**src/rtl/ps2_keyboard_receiver.sv**
```systemverilog
`default_nettype none
// +--------------------------------------------------------------------------+
// | ps2_keyboard_receiver: PS/2 frame receiver with make/break key decoding  |
// | Rev 1.0                                                                  |
// +--------------------------------------------------------------------------+
module ps2_keyboard_receiver #(
  parameter int FILTER  = 8,
  parameter int TIMEOUT = 50000
) (
  input  logic       CLOCK_50,
  input  logic       resetn,
  input  logic       ps2_clk,
  input  logic       ps2_dat,
  output logic [7:0] byte_data,
  output logic       byte_valid,
  output logic [7:0] key_code,
  output logic       key_extended,
  output logic       key_released,
  output logic       key_valid,
  output logic       parity_err,
  output logic       frame_err
);

  localparam int c_FILT_W = $clog2(FILTER + 1);
  localparam int c_TO_W   = $clog2(TIMEOUT + 1);

  typedef enum logic [1:0] {
    ST_IDLE   = 2'd0,
    ST_DATA   = 2'd1,
    ST_PARITY = 2'd2,
    ST_STOP   = 2'd3
  } state_t;

  logic                r_clk_s1, r_clk_s2, r_dat_s1, r_dat_s2;
  logic                r_clk_filt, r_filt_prev;
  logic [c_FILT_W-1:0] r_filt_cnt;
  logic [c_TO_W-1:0]   r_to_cnt, w_to_nx;
  state_t              r_state, w_state_nx;
  logic [2:0]          r_bit_cnt, w_bit_cnt_nx;
  logic [7:0]          r_shift, w_shift_nx;
  logic                r_par_ok, w_par_ok_nx;
  logic                w_ok, w_perr, w_ferr;
  logic                r_pend_ext, r_pend_rel;
  logic                w_sample;

  // Synchronizers idle high, matching the released PS/2 bus.
  always_ff @(posedge CLOCK_50 or negedge resetn) begin
    if (!resetn) begin
      r_clk_s1    <= 1'b1;
      r_clk_s2    <= 1'b1;
      r_dat_s1    <= 1'b1;
      r_dat_s2    <= 1'b1;
      r_clk_filt  <= 1'b1;
      r_filt_prev <= 1'b1;
      r_filt_cnt  <= '0;
    end else begin
      r_clk_s1    <= ps2_clk;
      r_clk_s2    <= r_clk_s1;
      r_dat_s1    <= ps2_dat;
      r_dat_s2    <= r_dat_s1;
      r_filt_prev <= r_clk_filt;
      if (r_clk_s2 != r_clk_filt) begin
        if (r_filt_cnt == c_FILT_W'(FILTER - 1)) begin
          r_clk_filt <= r_clk_s2;
          r_filt_cnt <= '0;
        end else begin
          r_filt_cnt <= r_filt_cnt + 1'b1;
        end
      end else begin
        r_filt_cnt <= '0;
      end
    end
  end

  assign w_sample = r_filt_prev & ~r_clk_filt;

  always_comb begin
    w_state_nx   = r_state;
    w_bit_cnt_nx = r_bit_cnt;
    w_shift_nx   = r_shift;
    w_par_ok_nx  = r_par_ok;
    w_ok         = 1'b0;
    w_perr       = 1'b0;
    w_ferr       = 1'b0;
    if (r_state == ST_IDLE || w_sample) w_to_nx = '0;
    else                                w_to_nx = r_to_cnt + 1'b1;

    // A timeout wins over a coincident sample event.
    if (r_state != ST_IDLE && r_to_cnt == c_TO_W'(TIMEOUT)) begin
      w_state_nx = ST_IDLE;
      w_ferr     = 1'b1;
      w_to_nx    = '0;
    end else if (w_sample) begin
      case (r_state)
        ST_IDLE: begin
          if (!r_dat_s2) begin
            w_state_nx   = ST_DATA;
            w_bit_cnt_nx = 3'd0;
          end else begin
            w_ferr = 1'b1;
          end
        end
        ST_DATA: begin
          w_shift_nx = {r_dat_s2, r_shift[7:1]};
          if (r_bit_cnt == 3'd7) w_state_nx = ST_PARITY;
          else                   w_bit_cnt_nx = r_bit_cnt + 3'd1;
        end
        ST_PARITY: begin
          w_par_ok_nx = ^{r_shift, r_dat_s2};
          w_state_nx  = ST_STOP;
        end
        default: begin
          w_state_nx = ST_IDLE;
          if (!r_dat_s2)      w_ferr = 1'b1;
          else if (!r_par_ok) w_perr = 1'b1;
          else                w_ok   = 1'b1;
        end
      endcase
    end
  end

  always_ff @(posedge CLOCK_50 or negedge resetn) begin
    if (!resetn) begin
      r_state    <= ST_IDLE;
      r_bit_cnt  <= '0;
      r_shift    <= '0;
      r_par_ok   <= 1'b0;
      r_to_cnt   <= '0;
      byte_data  <= '0;
      byte_valid <= 1'b0;
      parity_err <= 1'b0;
      frame_err  <= 1'b0;
    end else begin
      r_state    <= w_state_nx;
      r_bit_cnt  <= w_bit_cnt_nx;
      r_shift    <= w_shift_nx;
      r_par_ok   <= w_par_ok_nx;
      r_to_cnt   <= w_to_nx;
      byte_valid <= w_ok;
      parity_err <= w_perr;
      frame_err  <= w_ferr;
      if (w_ok) byte_data <= r_shift;
    end
  end

  // Prefix bytes only arm flags; any other byte completes a key event.
  always_ff @(posedge CLOCK_50 or negedge resetn) begin
    if (!resetn) begin
      r_pend_ext   <= 1'b0;
      r_pend_rel   <= 1'b0;
      key_code     <= '0;
      key_extended <= 1'b0;
      key_released <= 1'b0;
      key_valid    <= 1'b0;
    end else begin
      key_valid <= 1'b0;
      if (byte_valid) begin
        if (byte_data == 8'hE0) begin
          r_pend_ext <= 1'b1;
        end else if (byte_data == 8'hF0) begin
          r_pend_rel <= 1'b1;
        end else begin
          key_code     <= byte_data;
          key_extended <= r_pend_ext;
          key_released <= r_pend_rel;
          key_valid    <= 1'b1;
          r_pend_ext   <= 1'b0;
          r_pend_rel   <= 1'b0;
        end
      end else if (parity_err || frame_err) begin
        r_pend_ext <= 1'b0;
        r_pend_rel <= 1'b0;
      end
    end
  end

endmodule
`default_nettype wire

```
**config.mk**
```make
export PLATFORM = sky130hd
export DESIGN_NAME = ps2_keyboard_receiver
export DESIGN_NICKNAME = d
export VERILOG_FILES = /design/src/rtl/ps2_keyboard_receiver.sv
export SDC_FILE = /design/constraint.sdc
export NUM_CORES = 1
export LEC_CHECK = 0
export BUFFER_PORTS_ARGS = -buffer_cell sky130_fd_sc_hd__clkbuf_2
export CELL_PAD_IN_SITES_DETAIL_PLACEMENT = 1
export CELL_PAD_IN_SITES_GLOBAL_PLACEMENT = 1
export CORE_MARGIN = 5
export CORE_UTILIZATION = 45
export CTS_CLUSTER_DIAMETER = 80
export DETAILED_ROUTE_END_ITERATION = 7
export PLACE_DENSITY = 0.82
export SETUP_SLACK_MARGIN = 0.2
export SLEW_MARGIN = 20
export SYNTH_ARGS = -nofsm -noshare
export SYNTH_HDL_FRONTEND = slang
export SYNTH_SLANG_ARGS = --single-unit
```
**constraint.sdc**
```tcl
create_clock -name CLOCK_50 -period 2.65 [get_ports CLOCK_50]
set_input_delay 0.1325 -clock CLOCK_50 [delete_from_list [all_inputs] [get_ports CLOCK_50]]
set_output_delay 0.1325 -clock CLOCK_50 [all_outputs]
set_load 0.05 [all_outputs]
```
==> results.md <==
Placement:
- The congestion estimate from routability-driven global placement came to between 0.7 and 0.8.
- Prior to clock tree synthesis, the placed netlist has a worst setup slack of approximately 0.42 ns.
- The total of buffers placed on input and output ports is 25.
- Once detailed placement completed, the half-perimeter wirelength came to slightly below 4000 um.
- The placement-stage cell area is 3150 um^2.
- In this run, placement finished with an instance count of 337.

Timing:
- The accumulated negative setup slack is 0 ns.
- The time the final worst path needs with I/O delays and setup is 2.22 ns.
- The slew at the pin with the worst max-slew slack is approximately 0.7 ns.
- After layout, the worst setup slack is 0.435 ns.
- Across the routed clock network, the largest skew measured is ~0.0091 ns.
- Setup repair after global routing left no endpoint under its margin.
- Timing would allow up to between 400 and 500 MHz.
- The worst pin sits at a relative slew slack of a little over half.
- The number of max-slew violations in the final report is 0.
- Dividing the final minimum period by the clock period gives 83.6%.
- Setup violations remaining at the end of the flow were counted as 0.
- The final number of hold-violating endpoints is 0.
- On the final layout, the worst hold slack is 0.358 ns.

Cells and area:
- The total number of nets in the final design is around 290.
- In the layout the commonest cells are 58 x sky130_fd_sc_hd__dfrtp_1, 25 x sky130_fd_sc_hd__clkbuf_2, 18 x sky130_fd_sc_hd__mux2_2.
- The post-route core utilization is about 53%.
- The summed area of non-filler cells in the final layout is about 3400 um^2.
- The post-layout instance count excluding filler cells is ~360.
- The final-layout fill cell count is 660.
- The area of the multi-input gates is roughly 1200 um^2.
- 0 antenna diodes ended up in the layout.
- Registers take ~1600 um^2.
- The area growth from synthesis to layout is 14.5%.
- Leaving out fill and tap cells, the most frequent cell in the layout is sky130_fd_sc_hd__dfrtp_1.
- Of the cells placed in the final design, the portion with a size suffix greater than 1 is 29.0%.

Synth:
- The number of warnings printed during yosys synthesis is 0.
- Summing every instance area after synthesis gives 2930 um^2.
- The count of different cell masters after synthesis is between 40 and 50.
- The cell taking the most area after synthesis is sky130_fd_sc_hd__dfrtp_1.
- The sequential-to-total area share from yosys stat is 54.9%.
- The total of flip-flops plus latches after synthesis is 64.
- The number of nets in the synthesized netlist is ~250.
- The post-synthesis average cell area is ~12 um^2.
- The share of the synthesized area in the top cell type is 49.5%.
- The cell count after synthesis is approximately 240.
- In the post-synthesis netlist, the biggest area contributors are sky130_fd_sc_hd__dfrtp_1 49%, sky130_fd_sc_hd__mux2_2 6.9%, sky130_fd_sc_hd__dfstp_2 5.4%, sky130_fd_sc_hd__xnor2_1 4.8%, sky130_fd_sc_hd__ha_1 4.3%.

Power and ir drop:
- The total power of the final layout is around 2.4 mW.
- Across the VDD grid, the largest voltage drop is between 400 and 500 uV.
- Power spread over the standard cell area amounts to approximately 700 nW/um^2.
- The leakage component of the power is ~1.6 nW.

Floorplanning:
- The I/O pin count is 26.
- The floorplan has 29 rows.
- The overall die width is a little over 90 um.
- The area of the die is around 8200 um^2.
- For this configuration, the core starts out at a cell density of 46.2%.
- The core box area is 6350 um^2.
- The floorplan step set the die height to about 91 um.

Worst setup path:
- The biggest fanout along the worst timing path is 16.
- The data required time at the worst endpoint is around 2.9 ns.
- The kind of capture point of the worst setup path is a flip-flop.
- The critical setup path kind is reg2reg.
- STA classifies the critical path startpoint as a flip-flop.
- The critical path arrival is ~2.4 ns.

Outcome:
- The run finished with clean final reports.

Global route:
- The largest net degree at the start of global routing is 38.
- The aggregate global routing overflow is 0.
- For this run, global-route usage on met1 was measured as 17.1%.
- The first global-routing pass estimated approximately 9500 um of wire.
- The combined global-route utilization of all metal layers is ~14%.
- The met2 usage in global routing is a little under a quarter.
- The global routing usage on met3 is between 4 and 5%.
- The number of antenna violations at the first check in global routing is 0.
- The layer flagged by global routing as most heavily used is met2.
- The number of global-route vias before repair is between 2,000 and 2,500.

Clocking:
- The buffer type at the clock tree root is sky130_fd_sc_hd__clkbuf_8.
- The total clock sinks is 64.
- The total setup buffers inserted after CTS is 0.
- The CTS tree is yes.
- The clock insertion delay at the later pin of the skew report is 0.34 ns.
- The TritonCTS buffer count is 9.
- The buffer depth of the longest clock path is 2.
- The number of H-tree levels is 3.
- After clock tree synthesis, the clock-pin slew on the worst setup and hold paths is approximately 0.070 ns.

Min path:
- The path class of the lowest-slack min-delay path is reg2reg.

Routing:
- In the final routed layout, each cell accounts on average for about 15 um.
- Summed over all layers, the routed wires come to ~5300 um.
- The routed layout has ~1,900 vias.
- The detailed router finished its first iteration with 75 violations.
- The first detailed-routing pass ran for 4 iterations.
- The remaining antenna violation count after routing is 0.
- The per-cell via count in the routed design is approximately 5.3.
- The detailed-route DRC error count is 0.

Job:
- Max-cap violations in this run came to 0.
## worst paths after layout
path | from | end | slack, ns | depth (start not counted)
min reg2reg | r_clk_s1 | r_clk_s2 | 0.36 | 0
max reg2reg | r_state[0] | r_to_cnt[3] | 0.43 | 8
max | r_state[0] | r_to_cnt[3] | 0.43 | 8
max in group asynchronous | resetn | r_to_cnt[15] | 1.65 | 3
min | r_clk_s1 | r_clk_s2 | 0.36 | 0
min in group asynchronous | resetn | key_released | 0.37 | 2
## layer usage
metal / routed length [um] / share of wire, %
met1: 2360 / 44
met2: 2630 / 50
met3: 273 / 5.1
met4: 48 / 0.90
met5: 0 / 0
## cell type report
class	instances	area share [%]
clock inverter	6	1.04
sequential	64	47.9
inverter	14	1.57
clock buffer	10	4.10
timing repair buffer	31	5.67
multi-input combinational	154	36.8
tap	77	2.87
## worst max-delay path: stages (launching register included)
cell                      delay (ns)
sky130_fd_sc_hd__dfrtp_1        0.42
sky130_fd_sc_hd__inv_1          0.08
sky130_fd_sc_hd__ha_1           0.26
sky130_fd_sc_hd__nor4b_1        0.37
sky130_fd_sc_hd__and4_1         0.29
sky130_fd_sc_hd__buf_4          0.15
sky130_fd_sc_hd__or3_1          0.11
sky130_fd_sc_hd__buf_4          0.31
sky130_fd_sc_hd__nor2_1         0.09
## flip-flops by register name (all words and copies together), names as in the netlist, 2 cells and up
register	flops
r_bit_cnt	3
r_filt_cnt	4
r_to_cnt	16
byte_data	8
key_code	8
r_shift	8
r_state	2
## synth_stat cells
library cell and n:
sky130_fd_sc_hd__nor2_2 2, sky130_fd_sc_hd__buf_12 1, sky130_fd_sc_hd__a2bb2oi_1 2, sky130_fd_sc_hd__or4_1 2, sky130_fd_sc_hd__nand4b_1 1, sky130_fd_sc_hd__mux2_1 9
sky130_fd_sc_hd__nand3_1 9, sky130_fd_sc_hd__buf_2 4, sky130_fd_sc_hd__nor2b_1 3, sky130_fd_sc_hd__o31ai_1 2, sky130_fd_sc_hd__o21ai_0 4, sky130_fd_sc_hd__and4b_1 1
sky130_fd_sc_hd__ha_1 10, sky130_fd_sc_hd__nor2_4 8, sky130_fd_sc_hd__mux2i_1 4, sky130_fd_sc_hd__dfrtp_1 58, sky130_fd_sc_hd__a41oi_1 1, sky130_fd_sc_hd__or3_4 1
sky130_fd_sc_hd__and3_1 1, sky130_fd_sc_hd__xnor3_1 1, sky130_fd_sc_hd__xor2_1 3, sky130_fd_sc_hd__nand2_1 14, sky130_fd_sc_hd__inv_2 1, sky130_fd_sc_hd__inv_1 13
sky130_fd_sc_hd__nor3b_1 2, sky130_fd_sc_hd__nand2b_1 4, sky130_fd_sc_hd__nor4_1 3, sky130_fd_sc_hd__a21o_1 1, sky130_fd_sc_hd__o211ai_1 1, sky130_fd_sc_hd__dfstp_2 6
sky130_fd_sc_hd__nor4b_1 2, sky130_fd_sc_hd__or3_1 3, sky130_fd_sc_hd__nand4_1 1, sky130_fd_sc_hd__and4_1 2, sky130_fd_sc_hd__mux2_2 18, sky130_fd_sc_hd__nor2_1 11
sky130_fd_sc_hd__nor4bb_1 1, sky130_fd_sc_hd__xnor2_1 16, sky130_fd_sc_hd__or2_1 1, sky130_fd_sc_hd__a21oi_1 5, sky130_fd_sc_hd__nor3_1 5
## report_power, final
part           total [mW]  internal, mW  switching, mW
Clock               0.733         0.358          0.375
Sequential           1.15          1.07         0.0812
Combinational       0.474         0.184          0.290
## timing repair
item	in CTS	in global routing
endpoints found under the hold margin	23	0
hold buffers	3	0
gates resized for setup	0	0
## cells by family after synthesis
group	after synthesis	share of synthesized area (%)
AND/OR/NAND/NOR	77	16.1
AO/OA/AOI/OAI	16	3.46
buffers and inverters	19	3.16
flip-flops	64	54.9
multiplexers	31	11.7
adder cells (fa/ha/maj)	10	4.27
XOR/XNOR	20	6.44
Power figures use the tool's default switching activity.
